**config.mk**
```make
export PLATFORM = sky130hd
export DESIGN_NAME = mux_rr_reg
export DESIGN_NICKNAME = d
export VERILOG_FILES = /design/src/rtl/mux_pkg.sv /design/src/rtl/mux_rr_arb.sv /design/src/rtl/mux_rr_reg.sv
export SDC_FILE = /design/constraint.sdc
export NUM_CORES = 1
export LEC_CHECK = 0
export BUFFER_PORTS_ARGS = -buffer_cell sky130_fd_sc_hd__buf_2
export CELL_PAD_IN_SITES_DETAIL_PLACEMENT = 1
export CELL_PAD_IN_SITES_GLOBAL_PLACEMENT = 1
export CORE_UTILIZATION = 31
export CTS_CLUSTER_DIAMETER = 80
export DETAILED_ROUTE_END_ITERATION = 16
export PLACE_DENSITY = 0.83
export SETUP_SLACK_MARGIN = 0.2
export SYNTH_ARGS = -nofsm -noshare
export SYNTH_HDL_FRONTEND = slang
export SYNTH_SLANG_ARGS = --single-unit
```
**constraint.sdc**
```tcl
create_clock -name clk -period 2.9 [get_ports clk]
set_input_delay 0.145 -clock clk [delete_from_list [all_inputs] [get_ports clk]]
set_output_delay 0.145 -clock clk [all_outputs]
set_load 0.005 [all_outputs]
```
**src/rtl/mux_pkg.sv**
```systemverilog
// ============================================================================
// Module      : mux_pkg
// Description : Shared mode constants and parameter legality check for the
//               registered N-to-1 round-robin multiplexer.
// Revision    : 1.0
// ============================================================================
`default_nettype none

package mux_pkg;

  localparam logic MUX_MODE_FIXED = 1'b0;
  localparam logic MUX_MODE_RR    = 1'b1;

  // Channel count must be 2..16 and every channel index must fit in sel_w bits.
  function automatic bit sel_w_ok(input int n, input int sel_w);
    return (n >= 2) && (n <= 16) && ((1 << sel_w) >= n);
  endfunction

endpackage

`default_nettype wire

```
**src/rtl/mux_rr_arb.sv**
```systemverilog
// ============================================================================
// Module      : mux_rr_arb
// Description : Combinational round-robin winner search starting at rr_ptr.
// Revision    : 1.0
// ============================================================================
`default_nettype none

module mux_rr_arb
  import mux_pkg::*;
#(
  parameter int N     = 4,
  parameter int SEL_W = 2
) (
  input  logic [N-1:0]     valid,
  input  logic [SEL_W-1:0] rr_ptr,
  output logic [SEL_W-1:0] winner,
  output logic             found
);

  localparam logic [SEL_W:0] N_EXT = (SEL_W+1)'(N);

  logic [2*N-1:0] w_doubled;
  logic [N-1:0]   w_rotated;
  logic [SEL_W:0] w_sum;

  always_comb begin
    w_doubled = {valid, valid};
    // Bit k of the rotated vector is channel (rr_ptr + k) mod N.
    w_rotated = N'(w_doubled >> rr_ptr);
    found     = 1'b0;
    w_sum     = '0;
    for (int k = N - 1; k >= 0; k--) begin
      if (w_rotated[k]) begin
        found = 1'b1;
        w_sum = {1'b0, rr_ptr} + (SEL_W+1)'(k);
      end
    end
    if (w_sum >= N_EXT) begin
      w_sum = w_sum - N_EXT;
    end
    winner = w_sum[SEL_W-1:0];
  end

endmodule

`default_nettype wire

```
**src/rtl/mux_rr_reg.sv**
```systemverilog
// ============================================================================
// Module      : mux_rr_reg
// Description : Registered N-to-1 data mux with valid/ready handshakes, fixed
//               or round-robin selection and a one-entry output stage.
//               Optional parity output enabled by macro MUX_RR_PARITY_EN.
// Revision    : 1.0
// ============================================================================
`default_nettype none

module mux_rr_reg
  import mux_pkg::*;
#(
  parameter int N     = 4,
  parameter int WIDTH = 8,
  parameter int SEL_W = 2
) (
  input  logic               clk,
  input  logic               reset,
  input  logic               mode,
  input  logic [SEL_W-1:0]   sel,
  input  logic [N*WIDTH-1:0] data_in,
  input  logic [N-1:0]       valid_in,
  output logic [N-1:0]       ready_in,
  output logic [WIDTH-1:0]   data_out,
  output logic [SEL_W-1:0]   chan_out,
  output logic               valid_out,
  input  logic               ready_out
`ifdef MUX_RR_PARITY_EN
  ,
  output logic               parity_out
`endif
);

  localparam int              SEL_SPAN = 1 << SEL_W;
  localparam logic [SEL_W:0]   N_EXT    = (SEL_W+1)'(N);
  localparam logic [SEL_W-1:0] LAST_CH  = SEL_W'(N - 1);

  if (!sel_w_ok(N, SEL_W)) begin : g_bad_params
    $error("mux_rr_reg: illegal N/SEL_W combination");
  end

  logic [WIDTH-1:0] data_q,   data_d;
  logic [SEL_W-1:0] chan_q,   chan_d;
  logic             valid_q,  valid_d;
  logic [SEL_W-1:0] rr_ptr_q, rr_ptr_d;
`ifdef MUX_RR_PARITY_EN
  logic             parity_q, parity_d;
`endif

  logic [SEL_SPAN-1:0] w_valid_pad;
  logic                w_can_load;
  logic                w_sel_in_range;
  logic                w_fixed_hit;
  logic                w_grant_hit;
  logic                w_load;
  logic [SEL_W-1:0]    w_grant_idx;
  logic [SEL_W-1:0]    w_rr_winner;
  logic                w_rr_found;
  logic [WIDTH-1:0]    w_mux_data;

  mux_rr_arb #(
    .N     (N),
    .SEL_W (SEL_W)
  ) u_arb (
    .valid  (valid_in),
    .rr_ptr (rr_ptr_q),
    .winner (w_rr_winner),
    .found  (w_rr_found)
  );

  always_comb begin
    // Padding lets sel index the valid vector safely even when sel >= N.
    w_valid_pad    = SEL_SPAN'(valid_in);
    w_can_load     = !valid_q || ready_out;
    w_sel_in_range = ({1'b0, sel} < N_EXT);
    w_fixed_hit    = w_sel_in_range && w_valid_pad[sel];
    if (mode == MUX_MODE_RR) begin
      w_grant_idx = w_rr_winner;
      w_grant_hit = w_rr_found;
    end else begin
      w_grant_idx = sel;
      w_grant_hit = w_fixed_hit;
    end
    w_load     = !reset && w_can_load && w_grant_hit;
    ready_in   = '0;
    w_mux_data = '0;
    for (int i = 0; i < N; i++) begin
      if (w_grant_idx == SEL_W'(i)) begin
        ready_in[i] = w_load;
        w_mux_data  = data_in[i*WIDTH +: WIDTH];
      end
    end
  end

  always_comb begin
    data_d   = data_q;
    chan_d   = chan_q;
    valid_d  = valid_q;
    rr_ptr_d = rr_ptr_q;
`ifdef MUX_RR_PARITY_EN
    parity_d = parity_q;
`endif
    if (w_load) begin
      data_d  = w_mux_data;
      chan_d  = w_grant_idx;
      valid_d = 1'b1;
`ifdef MUX_RR_PARITY_EN
      parity_d = ^w_mux_data;
`endif
      if (mode == MUX_MODE_RR) begin
        rr_ptr_d = (w_grant_idx == LAST_CH) ? '0 : w_grant_idx + SEL_W'(1);
      end
    end else if (valid_q && ready_out) begin
      valid_d = 1'b0;
    end
  end

  always_ff @(posedge clk) begin
    if (reset) begin
      data_q   <= '0;
      chan_q   <= '0;
      valid_q  <= 1'b0;
      rr_ptr_q <= '0;
`ifdef MUX_RR_PARITY_EN
      parity_q <= 1'b0;
`endif
    end else begin
      data_q   <= data_d;
      chan_q   <= chan_d;
      valid_q  <= valid_d;
      rr_ptr_q <= rr_ptr_d;
`ifdef MUX_RR_PARITY_EN
      parity_q <= parity_d;
`endif
    end
  end

  assign data_out  = data_q;
  assign chan_out  = chan_q;
  assign valid_out = valid_q;
`ifdef MUX_RR_PARITY_EN
  assign parity_out = parity_q;
`endif

endmodule

`default_nettype wire
```
==> flow_summary_export.csv <==
group,metric,value,unit
floorplan,rows,21,
cts,clk_pin_slew_worst_paths,0.09,ns
placement,place_ws,0.0463,ns
placement,port_buffers,56,
detailed_routing,vias,1288,
timing,timing.final.max_slew_violations,0,
detailed_routing,drtPass1Iterations,4,
power,peakVddDrop,0.000128,V
setup_path,worstPathRequired,3.05,ns
timing,finalSetupViolations,0,
placement,post-dp-hpwl,2.81,mm
floorplan,dieArea,0.00389,mm²
global_route,grt_pass1_vias,1186,
placement,place.gp.congestion,0.872,
synth,ys_warn_count,0,
setup_path,end_kind,"flop",
synth,syn_inst,144,
min_path,worst_hold_path_type,"in2reg",
synth,synthDistinctLibCells,38,
timing,hold_violations,0,
cts,cts_setup_buffers,0,
cts,cts-hold-fix-buffers,0,
cts,cts_tree,"yes",
cells_and_area,diodes,0,
setup_path,rr_worst_depth,10,
cts,root_buffer,"clkbuf_4",
detailed_routing,antenna_left,0,
floorplan,die_h,62.4,µm
floorplan,io_pins,57,
timing,hold_ws,0.181,ns
setup_path,r2r_start,"rr_ptr_q[1]$_SDFFE_PP0P_",
timing,min_period,2.49,ns
global_route,antenna_found_initial,0,
cts,cts_num_sinks,13,
detailed_routing,drc,0,
power,power_density,423,mW/mm²
setup_path,cp-startpoint,"rr_ptr_q[1]$_SDFFE_PP0P_",
timing,fin_worst_skew,0.0126,ns
setup_path,critPathKind,"reg2reg",
setup_path,r2r-end,"data_out[7]$_SDFFE_PP0N_",
synth,syn_avg_cell_area,7.85,µm²
power,leakagePower,0.639,nW
outcome,status,"complete, no violations",
global_route,overflow,0,
timing,timing.final.crit_share,85.8,%
detailed_routing,vias_per_cell,5.37,
global_route,grt_pass1_wl,5.87,mm
global_route,grt_usage,18.8,%
cts,clock_path_buffers,2,
setup_path,r2r_slack,0.41,ns
synth,synth_nets,190,
setup_path,worst-path-max-fanout,12,
cts,cts_buffers,3,
floorplan,die_x,62.4,µm
timing,grt_setup_unrepaired,"false",
cells_and_area,final_area,0.00147,mm²
timing,worst_pin_slew,0.350,ns
setup_path,crit_end,"data_out[7]$_SDFFE_PP0N_",
timing,max_slew_margin,76.4,%
cells_and_area,nNetsFinal,241,
timing,setup-tns-final,0,ns
job,maxCapViolations,0,
timing,final.setup.worst_slack,0.413,ns
placement,postPlaceCellArea,0.00142,mm²
floorplan,start_util,33.1,%
power,switching_power,0.234,mW
synth,yosysSeqAreaShare,23.0,%
power,switching_share,37.5,%
detailed_routing,post_drt_wl_per_cell,15.7,µm
synth,syn_area,0.00113,mm²
floorplan,core,0.00342,mm²
power,p_int,0.388,mW
cts,htree_num_levels,1,
setup_path,crit_path_start_kind,"flop",
synth,ys_ff_latch,13,
detailed_routing,initialDrtViolationCount,29,
global_route,grt_max_degree,20,
timing,timing.fmax,402,MHz
power,seqPwrFrac,36.1,%
cells_and_area,final_core_utilization,43.1,%
cells_and_area,syn_to_final_growth,30.1,%
power,power_frac_comb,45.3,%
cells_and_area,drive_above_1_share,39.2,%
setup_path,arrival,2.63,ns
detailed_routing,routed_wl,3.76,mm
cts,clk_latency,0.28,ns
power,clockPowerShare,18.7,%
==> per-stage QoR <==
stage	power [mW]	cells
after floorplan	0.405	144
after global placement	0.492	236
after detailed placement	0.499	236
after CTS	0.615	240
after global routing	0.662	240
final	0.622	240
==> area by class of cell <==
type | count | area (µm²)
clock buffer | 4 | 26.3
fill | 447 | 1940
inverter | 6 | 22.5
multi-input combinational | 110 | 782
sequential | 13 | 265
tap | 46 | 57.6
timing repair buffer | 61 | 318
==> per-layer routing <==
metal  track usage (%)  wire, µm
met2              28.8      1770
met5                 0         0
met1              27.8      1850
met3              1.09        97
met4              6.10        35
==> worst min path at each step <==
stage / end / cells after the start / start
final: valid_out$_SDFFE_PP0P_ / 3 / ready_out
after global routing: valid_out$_SDFFE_PP0P_ / 3 / ready_out
after CTS: rr_ptr_q[0]$_SDFFE_PP0P_ / 3 / mode
after detailed placement: valid_out$_SDFFE_PP0P_ / 3 / ready_out
after global placement: chan_out[1]$_SDFFE_PP0N_ / 2 / chan_out[1]$_SDFFE_PP0N_
after floorplan: valid_out$_SDFFE_PP0P_ / 2 / ready_out
==> synth_stat cells <==
master,count,area share (%)
a22oi_2,1,1.1
nand3_1,3,1.3
o21bai_1,1,0.66
o31a_1,1,0.77
a31o_2,1,0.77
a21oi_1,26,12
nand3b_1,1,0.66
o221ai_1,1,0.77
mux2i_1,3,2.7
nor3b_1,4,2.7
nand2b_1,4,2.2
a211oi_1,1,0.66
o21ai_0,4,1.8
buf_4,2,1.3
and3b_1,1,0.77
buf_1,1,0.33
nor2_1,4,1.3
a311oi_2,3,4.0
a311oi_1,6,4.6
a2bb2oi_1,1,0.77
a2111oi_2,1,1.3
buf_2,4,1.8
a221oi_1,7,5.4
nor2b_1,10,5.5
inv_1,6,2.0
nor3_1,8,3.5
a22oi_1,2,1.3
buf_6,2,2.0
dfxtp_1,13,23
a2111o_1,1,1.0
nand4_1,1,0.55
nand2_1,4,1.3
clkbuf_1,6,2.0
a22o_1,2,1.5
o31ai_1,1,0.66
a31oi_1,2,1.1
o2bb2ai_1,1,0.77
ha_1,4,4.4
==> power groups by stage <==
| stage | registers, mW | clock network [mW] | logic [mW] |
|---|---|---|---|
| floorplan | 0.221 | 0 | 0.183 |
| global placement | 0.227 | 0 | 0.266 |
| detailed placement | 0.228 | 0 | 0.271 |
| CTS | 0.224 | 0.116 | 0.275 |
| global route | 0.227 | 0.123 | 0.313 |
| finish | 0.224 | 0.116 | 0.282 |
==> what timing repair did <==
action / in CTS / in global routing
endpoints found under the setup margin: 9 / 7
pin swaps: 0 / 0
gates resized for setup: 4 / 4
==> kinds of logic after synthesis <==
| kind of cell | Yosys count | share of synthesized area, % |
|---|---|---|
| AO/OA/AOI/OAI | 63 | 40.6 |
| flip-flops | 13 | 23.0 |
| buffers and inverters | 21 | 9.40 |
| adder cells (fa/ha/maj) | 4 | 4.42 |
| multiplexers | 3 | 2.65 |
| AND/OR/NAND/NOR | 40 | 19.9 |
==> critical path, cell delays in order (launching register included) <==
cell	delay, ns
dfxtp_2	0.41
and3b_1	0.20
a2111o_1	0.28
a22oi_1	0.22
inv_1	0.10
ha_1	0.23
buf_4	0.19
a221oi_1	0.32
nor3_2	0.10
a21oi_1	0.18
a311oi_2	0.12
==> state kept, by name, summed over array words and instances (netlist names) <==
signal,cells
rr_ptr_q,2
data_out,8
valid_out,1
chan_out,2
==> layout by cell type (no fill, tap or decap), types with 2 or more instances in the layout <==
| master | Yosys | layout |
|---|---|---|
| nor2_1 | 4 | 4 |
| a22o_1 | 2 | 2 |
| ha_1 | 4 | 2 |
| a221oi_1 | 7 | 7 |
| nand2_1 | 4 | 4 |
| a22oi_1 | 2 | 2 |
| nor3b_1 | 4 | 4 |
| nor2b_1 | 10 | 9 |
| buf_2 | 4 | 56 |
| a311oi_2 | 3 | 3 |
| nor3_1 | 8 | 7 |
| buf_4 | 2 | 5 |
| dfxtp_1 | 13 | 11 |
| a21oi_1 | 26 | 26 |
| o21ai_0 | 4 | 4 |
| inv_1 | 6 | 6 |
| a31oi_1 | 2 | 2 |
| clkbuf_4 | 0 | 3 |
| nand3_1 | 3 | 3 |
| mux2i_1 | 3 | 3 |
| nand2b_1 | 4 | 4 |
| a311oi_1 | 6 | 6 |
| ha_2 | 0 | 2 |
Note: power is estimated with default switching activity, not from simulation.
